`config.mk`:
```
export PLATFORM = sky130hd
export DESIGN_NAME = cache_fill_ctrl
export DESIGN_NICKNAME = d
export VERILOG_FILES = /design/src/rtl/cache_fill_ctrl.sv
export SDC_FILE = /design/constraint.sdc
export NUM_CORES = 1
export LEC_CHECK = 0
export BUFFER_PORTS_ARGS = -buffer_cell sky130_fd_sc_hd__buf_4
export CORE_MARGIN = 2
export CORE_UTILIZATION = 49
export DETAILED_ROUTE_END_ITERATION = 10
export PLACE_DENSITY = 0.86
export SLEW_MARGIN = 20
export SYNTH_ARGS = -nofsm -noshare
export SYNTH_HDL_FRONTEND = slang
export SYNTH_SLANG_ARGS = --single-unit
```
`constraint.sdc`:
```
create_clock -name clk -period 3.8 [get_ports clk]
set_input_delay 0.57 -clock clk [delete_from_list [all_inputs] [get_ports clk]]
set_output_delay 0.57 -clock clk [all_outputs]
set_load 0.01 [all_outputs]
```
`src/rtl/cache_fill_ctrl.sv`:
```
// cache_fill_ctrl: miss handler that writes back a dirty victim block,
// then refills the missing block word by word (optionally critical-word-first).
//
// Ports
//   clk, rst_n             clock, async active-low reset
//   miss_detected          miss request from tag logic (taken in IDLE only)
//   miss_address           missing address
//   victim_dirty           victim needs writeback
//   victim_tag_addr        victim block address (offset bits ignored)
//   cache_rd_data          data-array read data for cache_rd_wrd_en word
//   memory_data(_valid)    memory read return, in issue order
//   fsm_busy               pipeline stall (not IDLE)
//   memory_address         request address
//   mem_rd_en / mem_wr_en  read / write request strobes
//   mem_wr_data            writeback data (= cache_rd_data)
//   cache_rd_wrd_en        one-hot victim word select during writeback
//   write_data_array       fill write strobe
//   wrd_en                 one-hot fill word select
//   data_array_wr_data     fill data (= memory_data)
//   write_tag_array        tag/valid write pulse once the block is complete
//   crit_word_done         pulse when the word holding miss_address is written
module cache_fill_ctrl #(
    parameter int ADDR_W   = 16,
    parameter int DATA_W   = 16,
    parameter int WORDS    = 8,
    parameter int BYTE_OFF = 1,
    parameter int CWF      = 0
) (
    input  logic              clk,
    input  logic              rst_n,
    input  logic              miss_detected,
    input  logic [ADDR_W-1:0] miss_address,
    input  logic              victim_dirty,
    input  logic [ADDR_W-1:0] victim_tag_addr,
    input  logic [DATA_W-1:0] cache_rd_data,
    input  logic [DATA_W-1:0] memory_data,
    input  logic              memory_data_valid,
    output logic              fsm_busy,
    output logic [ADDR_W-1:0] memory_address,
    output logic              mem_rd_en,
    output logic              mem_wr_en,
    output logic [DATA_W-1:0] mem_wr_data,
    output logic [WORDS-1:0]  cache_rd_wrd_en,
    output logic              write_data_array,
    output logic [WORDS-1:0]  wrd_en,
    output logic [DATA_W-1:0] data_array_wr_data,
    output logic              write_tag_array,
    output logic              crit_word_done
);

    localparam int IW  = $clog2(WORDS);
    localparam int CW  = IW + 1;
    localparam int OFF = IW + BYTE_OFF;

    localparam logic [ADDR_W-1:0] BASE_MASK = {ADDR_W{1'b1}} << OFF;
    localparam logic [CW-1:0]     LAST      = CW'(WORDS - 1);

    typedef enum logic [1:0] {
        IDLE,
        WRITEBACK,
        FILL,
        DONE
    } state_e;

    state_e            state_q;
    logic [ADDR_W-1:0] base_q;
    logic [ADDR_W-1:0] vbase_q;
    logic [IW-1:0]     crit_q;
    logic [CW-1:0]     icnt_q;
    logic [CW-1:0]     rcnt_q;
    logic              busy_q;
    logic              rd_q;
    logic              wr_q;
    logic              tag_q;

    logic [IW-1:0]     iidx;
    logic [IW-1:0]     ridx;
    logic              ret_ok;

    // Word order: plain ascending, or rotated to start at the critical word.
    assign iidx = (CWF != 0) ? crit_q + icnt_q[IW-1:0] : icnt_q[IW-1:0];
    assign ridx = (CWF != 0) ? crit_q + rcnt_q[IW-1:0] : rcnt_q[IW-1:0];

    // Returns count only while FILL; FILL is left on the last one,
    // so no extra bound on rcnt_q is needed here.
    assign ret_ok = (state_q == FILL) && memory_data_valid;

    always_comb begin
        memory_address = '0;
        if (wr_q) begin
            memory_address = vbase_q | (ADDR_W'(icnt_q[IW-1:0]) << BYTE_OFF);
        end else if (rd_q) begin
            memory_address = base_q | (ADDR_W'(iidx) << BYTE_OFF);
        end
    end

    assign cache_rd_wrd_en    = wr_q ? (WORDS'(1) << icnt_q[IW-1:0]) : '0;
    assign write_data_array   = ret_ok;
    assign wrd_en             = ret_ok ? (WORDS'(1) << ridx) : '0;
    assign crit_word_done     = ret_ok && (ridx == crit_q);
    assign mem_wr_data        = cache_rd_data;
    assign data_array_wr_data = memory_data;
    assign fsm_busy           = busy_q;
    assign mem_rd_en          = rd_q;
    assign mem_wr_en          = wr_q;
    assign write_tag_array    = tag_q;

    always_ff @(posedge clk or negedge rst_n) begin
        if (!rst_n) begin
            state_q <= IDLE;
            base_q  <= '0;
            vbase_q <= '0;
            crit_q  <= '0;
            icnt_q  <= '0;
            rcnt_q  <= '0;
            busy_q  <= 1'b0;
            rd_q    <= 1'b0;
            wr_q    <= 1'b0;
            tag_q   <= 1'b0;
        end else begin
            unique case (state_q)
                IDLE: begin
                    if (miss_detected) begin
                        base_q  <= miss_address & BASE_MASK;
                        crit_q  <= miss_address[OFF-1:BYTE_OFF];
                        vbase_q <= victim_tag_addr & BASE_MASK;
                        icnt_q  <= '0;
                        rcnt_q  <= '0;
                        busy_q  <= 1'b1;
                        if (victim_dirty) begin
                            state_q <= WRITEBACK;
                            wr_q    <= 1'b1;
                        end else begin
                            state_q <= FILL;
                            rd_q    <= 1'b1;
                        end
                    end
                end
                WRITEBACK: begin
                    if (icnt_q == LAST) begin
                        state_q <= FILL;
                        icnt_q  <= '0;
                        rcnt_q  <= '0;
                        wr_q    <= 1'b0;
                        rd_q    <= 1'b1;
                    end else begin
                        icnt_q <= icnt_q + 1'b1;
                    end
                end
                FILL: begin
                    if (rd_q) begin
                        icnt_q <= icnt_q + 1'b1;
                        rd_q   <= (icnt_q != LAST);
                    end
                    if (ret_ok) begin
                        if (rcnt_q == LAST) begin
                            state_q <= DONE;
                            icnt_q  <= '0;
                            rcnt_q  <= '0;
                            rd_q    <= 1'b0;
                            tag_q   <= 1'b1;
                        end else begin
                            rcnt_q <= rcnt_q + 1'b1;
                        end
                    end
                end
                DONE: begin
                    state_q <= IDLE;
                    tag_q   <= 1'b0;
                    busy_q  <= 1'b0;
                end
                default: state_q <= IDLE;
            endcase
        end
    end

endmodule

```
==> impl_metrics.env <==
export IMPL_outcome="completed"
export IMPL_dpl_hpwl_um=3630
export IMPL_setup_tns_ns=0
export IMPL_gp_congestion=0.805
export IMPL_yosysWarnings=0
export IMPL_powerDensity_nw_per_um2=728
export IMPL_power_leakage_nw=1.48
export IMPL_finalSetupViolCount=0
export IMPL_antenna_left=0
export IMPL_rows=26
export IMPL_ys_flop_type="dfrtp_1"
export IMPL_relSlewSlack_pct=38.6
export IMPL_worst_setup_path_type="flop to primary output"
export IMPL_grt_usage_pct=17.2
export IMPL_io_pins=139
export IMPL_dieHeight_um=76.7
export IMPL_fmax_mhz=363
export IMPL_grt_pass1_vias=1880
export IMPL_clock_latency_ns=0.29
export IMPL_cts_hold_buf=0
export IMPL_drc_errors=0
export IMPL_cts_tree="yes"
export IMPL_synth_top_cell_area_share_pct=39.6
export IMPL_post_cts_buffers=0
export IMPL_final_util_pct=58.4
export IMPL_root_buffer="clkbuf_8"
export IMPL_syn_area_um2=2590
export IMPL_vias_per_cell=5.32
export IMPL_die_w_um=76.7
export IMPL_grt_first_pass_wirelength_um=8290
export IMPL_ir_worst_vdd_v=0.000449
export IMPL_port_buffers=68
export IMPL_hp_class="input pin to async pin"
export IMPL_synthCells=243
export IMPL_clkSinkCount=41
export IMPL_nNetsFinal=360
export IMPL_synth_seq_cells=41
export IMPL_clk_pin_slew_ns=0.08
export IMPL_cts_repair_resized=0
export IMPL_avgSynthCellArea_um2=10.7
export IMPL_startpoint_type="flop"
export IMPL_wire_per_inst_um=14.4
export IMPL_period_needed_ns=2.76
export IMPL_finalCritPeriodShare_pct=72.6
export IMPL_rsz0062_at_grt="no"
export IMPL_cts_made_buffers=5
export IMPL_area_growth_pct=15.1
export IMPL_dr_pass1_iters=4
export IMPL_htree_levels=2
export IMPL_drv_slew=0
export IMPL_async_flop_share_pct=100
export IMPL_synth_commonest_cells="dfrtp_1, buf_4, mux2_2, ha_1"
export IMPL_antenna_found_initial=0
export IMPL_start_util_pct=50.7
export IMPL_synth_cell_types=45
export IMPL_seq_area_frac_synth_pct=39.6
export IMPL_synth_edf_count=0
export IMPL_fin_skew_ns=0.00359
export IMPL_critPathMaxFanout=24
export IMPL_clockBufferDepth=2
export IMPL_end_kind="primary output"
export IMPL_drive_above_1_share_pct=42.2
export IMPL_drtIter0Drc=69
export IMPL_overflow=0
export IMPL_grt_max_degree=42
export IMPL_wirelength_um=4950
export IMPL_num_antenna_cells=0
export IMPL_finalPower_mw=2.17
export IMPL_fp_dieArea_um2=5880
export IMPL_finalHoldViolations=0
export IMPL_synth_area_leader_cell="dfrtp_1"
export IMPL_ys_top_cells_by_area="dfrtp_1, mux2_2, buf_4, ha_1, a22o_1"
export IMPL_vias=1836
export IMPL_coreArea_um2=5110
export IMPL_required_ns=3.23
export IMPL_worstMarginPinSlew_ns=0.918
export IMPL_synth_nets=329
export IMPL_cap_violations=0
export IMPL_yosysMostFrequentCell="dfrtp_1"
export IMPL_crit_arrival_ns=2.19
-- path summary, 6_finish.rpt --
| kind | startpoint | end | slack (ns) | cells past startpoint |
|---|---|---|---|---|
| max | mem_wr_en$_DFFE_PN0P_ | memory_address[8] | 1.04 | 3 |
| min | rst_n | base_q[6]$_DFFE_PN0P_ | 0.25 | 1 |
| max reg2reg | state_q[0]$_DFFE_PN0P_ | rcnt_q[3]$_DFFE_PN0P_ | 1.94 | 6 |
| min reg2reg | base_q[10]$_DFFE_PN0P_ | base_q[10]$_DFFE_PN0P_ | 0.51 | 1 |
| max in group asynchronous | rst_n | vbase_q[14]$_DFFE_PN0P_ | 3.19 | 1 |
| min in group clk | victim_tag_addr[4] | vbase_q[4]$_DFFE_PN0P_ | 0.51 | 2 |
-- metal layers --
metal / GRT usage [%] / wire length (um)
met3: 6.71 / 399
met4: 4.18 / 28
met2: 30.8 / 2500
met1: 19.0 / 2020
met5: 0 / 0
-- power by group --
| group | leakage, nW | switching, mW | internal [mW] |
|---|---|---|---|
| Sequential | 0.498 | 0.152 | 0.625 |
| Combinational | 0.942 | 0.511 | 0.600 |
| Clock | 0.0374 | 0.152 | 0.129 |
-- cell families after synthesis --
family | after synthesis | synth area share [%]
fa+ha+maj | 17 | 8.21
mux | 29 | 12.6
compound gates | 45 | 14.0
other cells | 1 | 0.145
flops | 41 | 39.6
buf+inv | 58 | 13.5
simple gates | 49 | 11.0
xor+xnor | 3 | 1.01
-- final cells by class --
type                            instances  area (um2)
Fill cell                             449        2130
Multi-Input combinational cell        144        1220
Sequential cell                        41        1030
Timing Repair Buffer                   68         510
Tap cell                               70        87.6
Clock buffer                            6        72.6
Inverter                               14        52.6
Clock inverter                          2        15.0
-- metrics by stage --
stage / worst slack, ns / cell area (um2) / instances / hold slack [ns]
final: 1.04 / 2980 / 345 / 0.253
after global routing: 0.929 / 2980 / 345 / 0.290
after CTS: 1.03 / 2980 / 345 / 0.269
after detailed placement: 1.36 / 2890 / 337 / 0.495
after global placement: 1.36 / 2890 / 337 / 0.488
after floorplan: 1.87 / 2590 / 243 / 0.274
-- layout by cell type, fill, tap and decap left out, types with 2 or more instances in the layout --
cell,n
dfrtp_1,41
a31oi_1,2
inv_1,14
ha_1,17
buf_4,68
mux2_2,28
nor2_1,6
clkbuf_8,5
and3_2,3
o21ai_0,5
a2bb2oi_1,2
o22ai_1,5
nand3_1,3
clkinvlp_4,2
nand2_1,13
a22o_2,2
a22o_1,14
xnor2_1,3
and3_1,8
and2_1,7
a211oi_1,2
-- flip-flops by register name, indices dropped and copies added, names as in the netlist --
register and cells:
base_q 12, crit_q 3, fsm_busy 1, icnt_q 4, mem_rd_en 1, mem_wr_en 1
rcnt_q 4, state_q 2, vbase_q 12, write_tag_array 1
-- worst max-delay path, stage by stage (launching register included) --
cell,delay (ns)
dfrtp_1,0.68
nor2_1,0.84
a22o_1,0.26
buf_4,0.13
Power figures use the tool's default switching activity.
